<file path="src/rtl/datapath_pkg.sv">
// Shared datapath definitions: default register-bank geometry, address type
// and the register-index names used by the control unit.
package datapath_pkg;

  localparam int WIDTH_DEF = 16;
  localparam int DEPTH_DEF = 8;
  localparam int AW_DEF    = $clog2(DEPTH_DEF);

  typedef logic [AW_DEF-1:0] reg_addr_t;

  localparam reg_addr_t R0 = reg_addr_t'(0);
  localparam reg_addr_t R1 = reg_addr_t'(1);
  localparam reg_addr_t R2 = reg_addr_t'(2);
  localparam reg_addr_t R3 = reg_addr_t'(3);
  localparam reg_addr_t R4 = reg_addr_t'(4);
  localparam reg_addr_t R5 = reg_addr_t'(5);
  localparam reg_addr_t R6 = reg_addr_t'(6);
  localparam reg_addr_t R7 = reg_addr_t'(7);

endpackage

</file>
<file path="src/rtl/reg_bank_2r1w_if.sv">
// Control-side bundle of the 2-read/1-write register bank: two read ports,
// one write port, reserve request and the pending count.
interface reg_bank_2r1w_if #(
  parameter int WIDTH = datapath_pkg::WIDTH_DEF,
  parameter int AW    = datapath_pkg::AW_DEF
);
  logic             rda_en;
  logic [AW-1:0]    rda_addr;
  logic [WIDTH-1:0] rda_data;
  logic             pend_a;
  logic             rdb_en;
  logic [AW-1:0]    rdb_addr;
  logic [WIDTH-1:0] rdb_data;
  logic             pend_b;
  logic             wr_en;
  logic [AW-1:0]    wr_addr;
  logic [WIDTH-1:0] wr_data;
  logic             rsv_en;
  logic [AW-1:0]    rsv_addr;
  logic [AW:0]      pend_cnt;

  modport master (
    output rda_en, rda_addr, rdb_en, rdb_addr,
    output wr_en, wr_addr, wr_data, rsv_en, rsv_addr,
    input  rda_data, pend_a, rdb_data, pend_b, pend_cnt
  );

  modport slave (
    input  rda_en, rda_addr, rdb_en, rdb_addr,
    input  wr_en, wr_addr, wr_data, rsv_en, rsv_addr,
    output rda_data, pend_a, rdb_data, pend_b, pend_cnt
  );
endinterface

</file>
<file path="src/rtl/reg_bank_2r1w_rdport.sv">
// One registered read port: address decode, same-cycle write bypass and the
// data/pending output registers.
module reg_bank_rdport
  import datapath_pkg::*;
#(
  parameter int WIDTH   = WIDTH_DEF,
  parameter int DEPTH   = DEPTH_DEF,
  parameter int AW      = AW_DEF,
  parameter int ZERO_R0 = 0
) (
  input  logic             clk,
  input  logic             rst,
  input  logic             rd_en,
  input  logic [AW-1:0]    rd_addr,
  input  logic             wr_en,
  input  logic [AW-1:0]    wr_addr,
  input  logic [WIDTH-1:0] wr_data,
  input  logic [WIDTH-1:0] mem [DEPTH],
  input  logic [DEPTH-1:0] pend,
  output logic [WIDTH-1:0] rd_data,
  output logic             rd_pend
);

  localparam logic [AW:0] DEPTH_L = (AW+1)'(DEPTH);

  function automatic logic addr_ok(input logic [AW-1:0] a);
    return ({1'b0, a} < DEPTH_L) && !((ZERO_R0 != 0) && (a == '0));
  endfunction

  logic             rd_ok;
  logic             byp;
  logic [WIDTH-1:0] data_p0;
  logic             pend_p0;

  // Bypass only when the write itself would land, so R0/out-of-range writes never leak.
  always_comb begin
    rd_ok   = addr_ok(rd_addr);
    byp     = wr_en && (wr_addr == rd_addr) && rd_ok;
    data_p0 = '0;
    pend_p0 = 1'b0;
    if (byp) begin
      data_p0 = wr_data;
    end else if (rd_ok) begin
      data_p0 = mem[rd_addr];
      pend_p0 = pend[rd_addr];
    end
  end

  // Output register stage
  always_ff @(posedge clk) begin
    if (rst) begin
      rd_data <= '0;
      rd_pend <= 1'b0;
    end else if (rd_en) begin
      rd_data <= data_p0;
      rd_pend <= pend_p0;
    end
  end

endmodule

</file>
<file path="src/rtl/reg_bank_2r1w.sv">
// Register bank with two registered read ports, one write port with bypass,
// and per-register pending bits with an incrementally maintained count.
module reg_bank_2r1w
  import datapath_pkg::*;
#(
  parameter int WIDTH   = WIDTH_DEF,
  parameter int DEPTH   = DEPTH_DEF,
  parameter int ZERO_R0 = 0
) (
  input logic             clk,
  input logic             rst,
  reg_bank_2r1w_if.slave  bus
);

  localparam int AW = (DEPTH > 1) ? $clog2(DEPTH) : 1;
  localparam logic [AW:0] DEPTH_L = (AW+1)'(DEPTH);

  function automatic logic addr_ok(input logic [AW-1:0] a);
    return ({1'b0, a} < DEPTH_L) && !((ZERO_R0 != 0) && (a == '0));
  endfunction

  logic [WIDTH-1:0] mem [DEPTH];
  logic [DEPTH-1:0] pend;
  logic [DEPTH-1:0] pend_nxt;
  logic [AW:0]      cnt;
  logic [AW:0]      cnt_nxt;
  logic             wr_ok;
  logic             rsv_ok;
  logic             inc;
  logic             dec;

  // A write+reserve to one address leaves the bit set, so that write never decrements.
  always_comb begin
    wr_ok    = bus.wr_en && addr_ok(bus.wr_addr);
    rsv_ok   = bus.rsv_en && addr_ok(bus.rsv_addr);
    inc      = rsv_ok && !pend[bus.rsv_addr];
    dec      = wr_ok && pend[bus.wr_addr] && !(rsv_ok && (bus.rsv_addr == bus.wr_addr));
    pend_nxt = pend;
    if (wr_ok)  pend_nxt[bus.wr_addr]  = 1'b0;
    if (rsv_ok) pend_nxt[bus.rsv_addr] = 1'b1;
    cnt_nxt = cnt;
    if (inc && !dec)      cnt_nxt = cnt + 1'b1;
    else if (dec && !inc) cnt_nxt = cnt - 1'b1;
  end

  // Storage / scoreboard update stage
  always_ff @(posedge clk) begin
    if (rst) begin
      for (int i = 0; i < DEPTH; i++) mem[i] <= '0;
      pend <= '0;
      cnt  <= '0;
    end else begin
      if (wr_ok) mem[bus.wr_addr] <= bus.wr_data;
      pend <= pend_nxt;
      cnt  <= cnt_nxt;
    end
  end

  assign bus.pend_cnt = cnt;

  reg_bank_rdport #(
    .WIDTH(WIDTH), .DEPTH(DEPTH), .AW(AW), .ZERO_R0(ZERO_R0)
  ) u_rda (
    .clk     (clk),
    .rst     (rst),
    .rd_en   (bus.rda_en),
    .rd_addr (bus.rda_addr),
    .wr_en   (bus.wr_en),
    .wr_addr (bus.wr_addr),
    .wr_data (bus.wr_data),
    .mem     (mem),
    .pend    (pend),
    .rd_data (bus.rda_data),
    .rd_pend (bus.pend_a)
  );

  reg_bank_rdport #(
    .WIDTH(WIDTH), .DEPTH(DEPTH), .AW(AW), .ZERO_R0(ZERO_R0)
  ) u_rdb (
    .clk     (clk),
    .rst     (rst),
    .rd_en   (bus.rdb_en),
    .rd_addr (bus.rdb_addr),
    .wr_en   (bus.wr_en),
    .wr_addr (bus.wr_addr),
    .wr_data (bus.wr_data),
    .mem     (mem),
    .pend    (pend),
    .rd_data (bus.rdb_data),
    .rd_pend (bus.pend_b)
  );

endmodule

</file>
<file path="src/flat_wrapper.sv">
// flat-port wrapper written by rule: the top's interface ports become plain ports
module reg_bank_2r1w_flat import datapath_pkg::*;
#(
  parameter int WIDTH   = WIDTH_DEF,
  parameter int DEPTH   = DEPTH_DEF,
  parameter int ZERO_R0 = 0
)
  (clk, rst, bus_rda_en, bus_rda_addr, bus_rdb_en, bus_rdb_addr, bus_wr_en, bus_wr_addr, bus_wr_data, bus_rsv_en, bus_rsv_addr, bus_rda_data, bus_pend_a, bus_rdb_data, bus_pend_b, bus_pend_cnt);
  reg_bank_2r1w_if #(.WIDTH(WIDTH), .AW(3)) bus_i ();
  input logic clk;
  input logic rst;
  input wire logic [$bits(bus_i.rda_en)-1:0] bus_rda_en;
  input wire logic [$bits(bus_i.rda_addr)-1:0] bus_rda_addr;
  input wire logic [$bits(bus_i.rdb_en)-1:0] bus_rdb_en;
  input wire logic [$bits(bus_i.rdb_addr)-1:0] bus_rdb_addr;
  input wire logic [$bits(bus_i.wr_en)-1:0] bus_wr_en;
  input wire logic [$bits(bus_i.wr_addr)-1:0] bus_wr_addr;
  input wire logic [$bits(bus_i.wr_data)-1:0] bus_wr_data;
  input wire logic [$bits(bus_i.rsv_en)-1:0] bus_rsv_en;
  input wire logic [$bits(bus_i.rsv_addr)-1:0] bus_rsv_addr;
  output wire logic [$bits(bus_i.rda_data)-1:0] bus_rda_data;
  output wire logic [$bits(bus_i.pend_a)-1:0] bus_pend_a;
  output wire logic [$bits(bus_i.rdb_data)-1:0] bus_rdb_data;
  output wire logic [$bits(bus_i.pend_b)-1:0] bus_pend_b;
  output wire logic [$bits(bus_i.pend_cnt)-1:0] bus_pend_cnt;
  assign bus_i.rda_en = bus_rda_en;
  assign bus_i.rda_addr = bus_rda_addr;
  assign bus_i.rdb_en = bus_rdb_en;
  assign bus_i.rdb_addr = bus_rdb_addr;
  assign bus_i.wr_en = bus_wr_en;
  assign bus_i.wr_addr = bus_wr_addr;
  assign bus_i.wr_data = bus_wr_data;
  assign bus_i.rsv_en = bus_rsv_en;
  assign bus_i.rsv_addr = bus_rsv_addr;
  assign bus_rda_data = bus_i.rda_data;
  assign bus_pend_a = bus_i.pend_a;
  assign bus_rdb_data = bus_i.rdb_data;
  assign bus_pend_b = bus_i.pend_b;
  assign bus_pend_cnt = bus_i.pend_cnt;
  reg_bank_2r1w #(.WIDTH(WIDTH), .DEPTH(DEPTH), .ZERO_R0(ZERO_R0)) u_core (.clk(clk), .rst(rst), .bus(bus_i));
endmodule
</file>
<file path="config.mk">
export PLATFORM = sky130hd
export DESIGN_NAME = reg_bank_2r1w_flat
export DESIGN_NICKNAME = d
export VERILOG_FILES = /design/src/rtl/datapath_pkg.sv /design/src/rtl/reg_bank_2r1w_if.sv /design/src/rtl/reg_bank_2r1w_rdport.sv /design/src/rtl/reg_bank_2r1w.sv /design/src/flat_wrapper.sv
export SDC_FILE = /design/constraint.sdc
export NUM_CORES = 1
export LEC_CHECK = 0
export CAP_MARGIN = 20
export CORE_MARGIN = 5
export CORE_UTILIZATION = 50
export CTS_CLUSTER_DIAMETER = 200
export DETAILED_ROUTE_END_ITERATION = 8
export GPL_TIMING_DRIVEN = 0
export PLACE_DENSITY = 0.7
export SLEW_MARGIN = 0
export SYNTH_ARGS = -nofsm -noshare
export SYNTH_HDL_FRONTEND = slang
export SYNTH_SLANG_ARGS = --single-unit
</file>
<file path="constraint.sdc">
create_clock -name clk -period 4.4 [get_ports clk]
set_input_delay 0.88 -clock clk [delete_from_list [all_inputs] [get_ports clk]]
set_output_delay 0.88 -clock clk [all_outputs]
set_load 0.05 [all_outputs]
</file>
==> key figures, run 1 <==
Clock tree
  – Clock buffer depth: 2
  – # Post-CTS Setup Buffers: 0
  – Clock Sinks: 174
  – CTS clock-pin slew for the worst setup and hold paths: 0.07 ns
  – CTS buffer count: 17
  – Htree depth: 4
  – Clock Latency Late Sink: 0.44 ns
  – Root Driver: clkbuf_16
  – TritonCTS clock tree: built
  – Hold_buf cts: 0
  – CTS resizes: 0

Finish
  – Filler Cells Inserted: 1448
  – Most common cell after layout, fill and taps aside: nand2_1
  – Share of cells above drive strength 1: 14.1%
  – Final-stage net count: 1013
  – Most frequent cells in the layout: 266 x nand2_1, 174 x dfxtp_1, 131 x a21oi_1, 72 x mux4_2, 57 x clkbuf_1
  – Inserted Diodes: 0
  – Synth-to-layout area growth: 15.7%
  – Finished Cell Area: 9800 sq um

Yosys
  – Syn Nets: 949
  – Syn. warnings: 0
  – Sequential fraction of the synthesis area: 41.1%
  – Synth area leaders: dfxtp_1 41%, mux4_2 19%, nand2_1 12%, a21oi_1 7.7%, mux2i_1 4.3%
  – Synth Area per Inst: 9.30 sq um
  – Gate Count Post-Synth: 911
  – EDFF count, synth: 0
  – Synthesized flop and latch total: 174
  – Post-synth top area share: 41.1%
  – Commonest register cell after synthesis: dfxtp_1
  – Mapped Area: 8470 sq um
  – Dominant cell type by area after synthesis: dfxtp_1
  – Netlist cell types: 33
  – Async SR Flop Fraction: 0%

GRT
  – First-pass GRT wire length: 40.6 mm
  – Largest net degree at the start of global routing: 17
  – Vias in the first global route: 7206
  – GRT Total Usage: 27.0%
  – Initial antenna violation count: 0
  – GR Overflow Total: 0

Critical path
  – Crit end category: flip-flop
  – R2R cell count: 10
  – Crit path from: bus_wr_addr[1]
  – Crit path kind: in -> reg
  – Crit path launch type: primary input
  – Worst reg2reg startpoint: u_core.pend[3]
  – Max FO, Critical Path: 10
  – Req. time, crit path: 4.73 ns
  – Critical path arrival: 3.97 ns

Routing
  – Routed vias/inst: 6.16
  – Drt wl/cell: 22.0 um
  – Vias: 7441
  – DRT antenna net count: 0
  – WL final: 26.6 mm
  – Initial DRC Count: 825
  – TritonRoute pass-1 iters: 6
  – Drc violations: 0

Place
  – Post-DP HPWL: 18.3 mm
  – IO Port Bufs: 45
  – Placed Instance Area: 9190 sq um
  – Placer Congestion: 0.896

Power
  – LEAKAGE: 3.29 nW
  – Worst VDD drop: 0.292 mV
  – Pwr/cell area: 375 nW/um^2

Timing
  – Period utilization: 82.7%
  – Max_slew headroom: 35.0%
  – Min Clock Period, post-route: 3.64 ns
  – Max Fclk: 0.275 GHz
  – Final setup vio count: 0
  – Total negative slack: 0 ns
  – Clk_skew: 0.00787 ns
  – Smallest hold slack: 0.464 ns
  – RSZ-0062 raised after global routing: false
  – Worst slew pin tran: 0.967 ns
  – Final Hold Fails: 0
  – Fin. max-slew vios: 0

Die
  – Initial core utilization: 51.1%
  – # IOs: 72
  – Core ar.: 16600 sq um
  – Die X: 140 um
  – Die Area: 19600 sq um
  – Row count: 47
  – Die Y: 140 um

Min path
  – Worst Hold Class: reg -> reg
  – Hold Crit Start: u_core.mem[41]
  – Hold depth: 2

Run
  – Max-cap violations: 0

Outcome
  – Status: finished clean
final timing paths:
check             slack [ns]                     end
setup / recovery        0.76  u_core.bus.pend_cnt[3]
hold / removal          0.46          u_core.mem[41]
setup reg to reg        1.70  u_core.bus.pend_cnt[3]
hold reg to reg         0.46          u_core.mem[41]
kinds of logic after synthesis:
| logic type | count (synthesis) | share of synthesized area, % |
|---|---|---|
| compound gates | 204 | 13.3 |
| xor+xnor | 11 | 1.14 |
| fa+ha+maj | 4 | 0.680 |
| buf+inv | 85 | 4.30 |
| flops | 174 | 41.1 |
| mux | 110 | 23.7 |
| simple gates | 323 | 15.7 |
synth_stat cells (7+ instances only):
library cell,instances
nand2_1,266
a22oi_1,33
mux4_2,72
buf_2,24
xor2_1,7
a21oi_1,131
nor2_1,22
dfxtp_1,174
clkbuf_1,56
nor2b_1,7
o21ai_0,32
mux2i_1,36
report_power, final:
group	total (mW)	internal, mW	leakage, nW	switching, mW
Sequential	1.65	1.62	1.41	0.0326
Combinational	0.436	0.155	1.58	0.281
Clock	1.59	0.940	0.303	0.646
Total	3.67	2.71	3.29	0.960
flip-flops by register name, indices dropped and copies added, names as in the netlist:
| signal | flops |
|---|---|
| u_core.u_rda.rd_data | 16 |
| u_core.u_rda.rd_pend | 1 |
| u_core.pend | 8 |
| u_core.bus.pend_cnt | 4 |
| u_core.mem | 128 |
| u_core.u_rdb.rd_data | 16 |
| u_core.u_rdb.rd_pend | 1 |
stage by stage:
step	utilization [%]	std cells	worst slack, ns	power [mW]
3_5_place_dp	55.4	1176	0.310	2.11
3_3_place_gp	55.4	1176	0.338	2.11
4_1_cts	59.1	1207	0.767	3.67
2_1_floorplan	-	911	1.09	1.97
6_report	59.1	1207	0.763	3.67
5_1_grt	59.1	1207	0.621	3.77
worst max-delay path, stage by stage:
cell and delay (ns):
clkdlybuf4s50_1 0.52, buf_2 0.26, mux4_2 0.55, mux2_2 0.27, nand3_1 0.09, ha_1 0.16
inv_1 0.09, ha_1 0.32, a21oi_1 0.20, a211oi_1 0.10, a31oi_1 0.16, mux2_2 0.34
routing by layer:
| layer | GRT usage (%) | vias to the layer above | wire (um) |
|---|---|---|---|
| met5 | 0 | - | 0 |
| met4 | 11.5 | 0 | 895 |
| met3 | 6.17 | 83 | 2370 |
| met2 | 43.5 | 426 | 12700 |
| met1 | 35.2 | 3575 | 10600 |
| li1 | - | 3357 | - |
area by class of cell:
class	count	area, sq um	area share (%)
multi-input combinational	652	4620	47.2
tap	220	275	2.81
clock buffer	18	429	4.38
inverter	1	3.75	0.0383
sequential	174	3480	35.6
buffer	84	360	3.68
clock inverter	13	173	1.76
timing repair buffer	45	450	4.60
(Power assumes the default switching activity.)
==> run 2, diff against run 1 <==
--- a/config.mk
+++ b/config.mk
@@ -11,7 +11,7 @@
 export CTS_CLUSTER_DIAMETER = 200
 export DETAILED_ROUTE_END_ITERATION = 8
 export GPL_TIMING_DRIVEN = 0
-export PLACE_DENSITY = 0.7
+export PLACE_DENSITY = 0.73
 export SLEW_MARGIN = 0
 export SYNTH_ARGS = -nofsm -noshare
 export SYNTH_HDL_FRONTEND = slang
==> constraint.sdc (replaced) <==
create_clock -name clk -period 3.05 [get_ports clk]
set_input_delay 0.61 -clock clk [delete_from_list [all_inputs] [get_ports clk]]
set_output_delay 0.61 -clock clk [all_outputs]
set_load 0.05 [all_outputs]
==> key figures, run 2 (synthesis results as in run 1) <==
Outcome
  – Status: finished clean

Critical path
  – Bufs and invs on worst path: 3
  – R2R cell count: 10
  – CP max stage delay: 0.59 ns
  – Worst path depth: 11
  – Top Family by Delay on Critical Path: buffers and inverters
  – Worst reg2reg startpoint: u_core.pend[7]
  – Req. time, crit path: 3.38 ns
  – Worst R2R End: u_core.bus.pend_cnt[3]
  – Crit path from: bus_wr_addr[0]
  – Max FO, Critical Path: 10
  – Crit path cell chain: clkdlybuf4s50_1 > buf_4 > mux2_2 > nand3_1 > ha_1 > inv_1 > ha_1 > a21oi_2 > a211oi_1 > a31oi_1 > mux2_2
  – Critical path arrival: 3.22 ns
  – Register-to-Register Setup Slack: 0.39 ns
  – Crit end category: flip-flop
  – Critical path's slowest cell: clkdlybuf4s50_1
  – Crit path launch type: primary input
  – Crit path kind: in -> reg
  – CP Capture Point: u_core.bus.pend_cnt[3]

Routing
  – WL final: 26.5 mm
  – Routed vias/inst: 6.22
  – Initial DRC Count: 784
  – DRT antenna net count: 0
  – Drc violations: 0
  – Vias: 7500
  – Drt wl/cell: 22.0 um
  – TritonRoute pass-1 iters: 5

Die
  – Row count: 47
  – Die X: 140 um
  – Die Area: 19600 sq um
  – # IOs: 72
  – Core ar.: 16600 sq um
  – Die Y: 140 um
  – Initial core utilization: 51.1%

Timing
  – Final setup vio count: 0
  – Worst slew pin tran: 0.964 ns
  – Setup ws final: 0.161 ns
  – Final Hold Fails: 0
  – Clk_skew: 0.00632 ns
  – RSZ-0062 raised after global routing: false
  – Period utilization: 94.7%
  – Max_slew headroom: 35.2%
  – Min Clock Period, post-route: 2.89 ns
  – Total negative slack: 0 ns
  – Max Fclk: 0.346 GHz
  – Fin. max-slew vios: 0

Clock tree
  – Hold_buf cts: 0
  – TritonCTS clock tree: built
  – Htree depth: 4
  – Clock Latency Late Sink: 0.44 ns
  – CTS clock-pin slew for the worst setup and hold paths: 0.07 ns
  – Clock buffer depth: 2
  – Root Driver: clkbuf_16
  – # Post-CTS Setup Buffers: 0
  – CTS buffer count: 17
  – Clock Sinks: 174

Place
  – IO Port Bufs: 45
  – Pre-CTS setup slack: -0.733 ns
  – Placer Congestion: 0.866
  – Post-DP HPWL: 18.3 mm

Finish
  – Most frequent cells in the layout: 266 x nand2_1, 174 x dfxtp_1, 130 x a21oi_1, 72 x mux4_2, 57 x clkbuf_1
  – Max FFs per register: 128
  – Biggest regs: u_core.mem: 128 flops, u_core.u_rda.rd_data: 16 flops, u_core.u_rdb.rd_data: 16 flops
  – Share of cells above drive strength 1: 14.2%
  – Synth-to-layout area growth: 16.3%
  – Largest register by flop count: u_core.mem
  – Inserted Diodes: 0
  – Register Area: 3480 sq um
  – Final-stage net count: 1013
  – Most common cell after layout, fill and taps aside: nand2_1
  – Filler Cells Inserted: 1446
  – Area taken by multi-input logic gates: 4620 sq um

GRT
  – Largest net degree at the start of global routing: 17
  – First-pass GRT wire length: 41.1 mm
  – Vias in the first global route: 7426
  – Initial antenna violation count: 0
  – GRT Total Usage: 27.0%
  – GR Overflow Total: 0

Min path
  – Worst Hold Class: reg -> reg

Run
  – Max-cap violations: 0

Power
  – Pwr/cell area: 554 nW/um^2
  – Worst VDD drop: 0.440 mV
  – LEAKAGE: 3.31 nW
==> run 2: area by class of cell <==
type | count | area share (%)
tap | 220 | 2.80
inverter | 1 | 0.0381
sequential | 174 | 35.4
clock buffer | 18 | 4.36
multi-input combinational | 652 | 47.0
timing repair buffer | 45 | 4.52
clock inverter | 12 | 2.21
buffer | 84 | 3.75
==> run 2: worst reg2reg max path, cell delays in order, from the launching register on <==
cell and delay (ns):
dfxtp_1 0.35, mux4_2 0.49, mux2_2 0.27, nand3_1 0.08
ha_1 0.16, inv_1 0.09, ha_1 0.33, a21oi_2 0.17
a211oi_1 0.09, a31oi_1 0.16, mux2_2 0.34
==> run 2: metrics by stage <==
stage | util (%) | hold slack (ns) | total power [mW] | area (sq um) | cells
final | 59.4 | 0.464 | 5.46 | 9850 | 1206
after global routing | 59.4 | 0.487 | 5.60 | 9850 | 1206
after CTS | 59.4 | 0.463 | 5.45 | 9850 | 1206
after floorplan | - | 0.443 | 2.85 | 8470 | 911
after global placement | 55.4 | 0.443 | 3.03 | 9190 | 1176
after detailed placement | 55.4 | 0.448 | 3.05 | 9190 | 1176
==> run 2: report_power, final <==
part           internal (mW)  switching [mW]
sequential              2.33          0.0470
clock                   1.52           0.921
combinational          0.224           0.407
total                   4.08            1.38
==> run 2: layer usage <==
| layer | vias up | GRT usage, % | wire [um] |
|---|---|---|---|
| met1 | 3669 | 33.0 | 10100 |
| met5 | - | 0 | 0 |
| met2 | 389 | 44.6 | 12900 |
| li1 | 3351 | - | - |
| met3 | 91 | 6.68 | 2430 |
| met4 | 0 | 13.1 | 1080 |
==> run 2: worst min path at each step <==
stage,depth (start not counted),end,from,slack (ns)
floorplan,2,u_core.mem[30],u_core.mem[30],0.44
global placement,2,u_core.u_rdb.rd_pend,u_core.u_rdb.rd_pend,0.44
detailed placement,2,u_core.u_rdb.rd_pend,u_core.u_rdb.rd_pend,0.45
CTS,2,u_core.u_rdb.rd_pend,u_core.u_rdb.rd_pend,0.46
global route,2,u_core.mem[119],u_core.mem[119],0.49
finish,2,u_core.u_rdb.rd_pend,u_core.u_rdb.rd_pend,0.46
==> run 2: timing repair <==
item	CTS	global route
pin swaps	0	0
gates resized for setup	4	4
setup endpoints to repair	1	1
==> run 3, diff against run 2 <==
--- a/config.mk
+++ b/config.mk
@@ -15,4 +15,5 @@
 export SLEW_MARGIN = 0
 export SYNTH_ARGS = -nofsm -noshare
 export SYNTH_HDL_FRONTEND = slang
+export SYNTH_HIERARCHICAL = 1
 export SYNTH_SLANG_ARGS = --single-unit
==> key figures, run 3 <==
Yosys
  – Commonest register cell after synthesis: dfxtp_1
  – Most common cell in the netlist: nand2_1
  – Async SR Flop Fraction: 0%
  – Synth Area per Inst: 9.53 sq um
  – Sequential fraction of the synthesis area: 38.8%
  – Netlist cell types: 43
  – Gate Count Post-Synth: 942
  – EDFF count, synth: 0
  – Synth area leaders: dfxtp_1 39%, mux4_2 18%, nand2_1 12%, a21oi_1 7.3%, mux2i_1 4.0%
  – Syn. warnings: 6
  – Synthesized flop and latch total: 174
  – Post-synth top area share: 38.8%
  – Mapped Area: 8980 sq um
  – Syn Nets: 980
  – Leading cell types by count after synthesis: 290 x nand2_1, 174 x dfxtp_1, 131 x a21oi_1, 71 x mux4_2, 36 x mux2i_1
  – Dominant cell type by area after synthesis: dfxtp_1

Place
  – Placed Instance Area: 9890 sq um
  – IO Port Bufs: 62
  – Post-DP HPWL: 19.3 mm
  – Post-placement cell count: 1233
  – Pre-CTS setup slack: -0.910 ns
  – Placer Congestion: 0.965

Power
  – Int Power: 3.77 mW
  – Switching power: 1.44 mW
  – Overall power: 5.21 mW
  – Flop pwr share: 45.6%
  – Pwr/cell area: 498 nW/um^2
  – Comb power frac: 13.5%
  – Worst VDD drop: 0.408 mV
  – Clock power frac: 40.8%
  – LEAKAGE: 3.68 nW
  – Net Sw Frac: 27.7%

Timing
  – Max_slew headroom: 52.9%
  – Fin. max-slew vios: 0
  – RSZ-0062 raised after global routing: false
  – Smallest hold slack: 0.459 ns
  – Worst slew pin tran: 0.707 ns
  – Clk_skew: 0.00805 ns
  – Min Clock Period, post-route: 2.91 ns
  – Final Hold Fails: 0
  – Max Fclk: 0.344 GHz
  – Period utilization: 95.3%
  – Total negative slack: 0 ns
  – Final setup vio count: 0
  – Setup ws final: 0.145 ns

Clock tree
  – # Post-CTS Setup Buffers: 0
  – CTS resizes: 6
  – Htree depth: 4
  – CTS clock-pin slew for the worst setup and hold paths: 0.07 ns
  – Clock Sinks: 174
  – TritonCTS clock tree: built
  – Clock Latency Late Sink: 0.43 ns
  – Root Driver: clkbuf_16
  – Hold_buf cts: 0
  – CTS buffer count: 17
  – Clock buffer depth: 2

Routing
  – TritonRoute pass-1 iters: 5
  – Vias: 7409
  – WL final: 25.8 mm
  – Initial DRC Count: 939
  – Routed vias/inst: 5.86
  – DRT antenna net count: 0
  – Drt wl/cell: 20.4 um
  – Drc violations: 0

Die
  – Initial core utilization: 50.3%
  – # IOs: 72
  – Core ar.: 17800 sq um
  – Die Y: 144 um
  – Row count: 49
  – Die Area: 20700 sq um
  – Die X: 144 um

Critical path
  – Crit path launch type: primary input
  – Crit end category: flip-flop
  – Critical path arrival: 3.23 ns
  – Max FO, Critical Path: 10
  – Crit path kind: in -> reg
  – Crit path cell chain: buf_2 > buf_6 > mux4_2 > mux2_4 > nand3_2 > ha_1 > inv_1 > ha_1 > a21oi_2 > a211oi_1 > a31oi_1 > mux2_2
  – Critical path's slowest cell: mux4_2
  – Most frequent CP cell: ha_1
  – Req. time, crit path: 3.37 ns
  – CP max stage delay: 0.50 ns

Finish
  – Synth-to-layout area growth: 16.4%
  – Final cell count without fillers: 1264
  – Largest register by flop count: u_core/mem
  – Biggest regs: u_core/mem: 128 flops, u_core/u_rda/rd_data: 16 flops, u_core/u_rdb/rd_data: 16 flops
  – Share of cells above drive strength 1: 19.8%
  – Finished Cell Area: 10500 sq um
  – Max FFs per register: 128
  – Most common cell after layout, fill and taps aside: nand2_1
  – Final-stage net count: 1061
  – Final Util: 58.6%
  – Register Area: 3480 sq um
  – Inserted Diodes: 0
  – Area taken by multi-input logic gates: 4840 sq um
  – Most frequent cells in the layout: 290 x nand2_1, 174 x dfxtp_1, 130 x a21oi_1, 71 x mux4_2, 59 x clkdlybuf4s50_1
  – Filler Cells Inserted: 1489

GRT
  – GRT Total Usage: 25.4%
  – GR Overflow Total: 0
  – First-pass GRT wire length: 40.1 mm
  – Initial antenna violation count: 0
  – Largest net degree at the start of global routing: 17
  – Vias in the first global route: 7130

Min path
  – Worst Hold Class: reg -> reg

Outcome
  – Status: finished clean

Run
  – Max-cap violations: 0
[run 3: cell type report]
type	count	share of cell area, %
clock inverter	13	1.26
multi-input combinational	652	46.3
timing repair buffer	62	5.86
clock buffer	18	4.20
buffer	85	5.19
tap	229	2.74
sequential	174	33.3
inverter	31	1.11
[run 3: critical path: cells and delay by family]
| kind | cells | cell delay [ns] |
|---|---|---|
| buffers and inverters | 3 | 0.49 |
| AOI/OAI and AO/OA | 3 | 0.40 |
| muxes | 3 | 1.12 |
| adders and majority gates | 2 | 0.50 |
| and+or+nand+nor | 1 | 0.08 |
[run 3: path summary, 6_finish.rpt]
check	start	end	slack, ns	cells past startpoint
max	bus_wr_addr[2]	u_core/bus.pend_cnt[3]	0.14	12
min	u_core/u_rdb/rd_pend	u_core/u_rdb/rd_pend	0.46	2
max reg2reg	u_core/pend[0]	u_core/bus.pend_cnt[3]	0.35	10
min reg2reg	u_core/u_rdb/rd_pend	u_core/u_rdb/rd_pend	0.46	2
[run 3: power groups by stage]
stage / combinational, mW / clock, mW / sequential (mW)
after floorplan: 0.414 / 0 / 2.49
final: 0.704 / 2.13 / 2.38
after detailed placement: 0.694 / 0 / 2.43
after global placement: 0.685 / 0 / 2.42
after global routing: 0.750 / 2.24 / 2.38
after CTS: 0.696 / 2.15 / 2.38
[run 3: metal layers]
metal,global-route usage [%],vias to the layer above,share of wire [%]
met3,4.76,51,9.5
met5,0,-,0
met1,34.6,3537,41
met2,40.5,362,46
met4,9.42,0,2.5
li1,-,3459,-
[run 3: kinds of logic (layout without fill, tap and decap cells)]
group           after synthesis  count (layout)  synth area share (%)
flops                       174             174                  38.8
fa+ha+maj                     4               4                 0.641
mux                         110             110                  22.4
xor+xnor                     11              11                  1.07
compound gates              176             176                  12.9
buf+inv                     116             209                  7.34
simple gates                351             351                  16.8
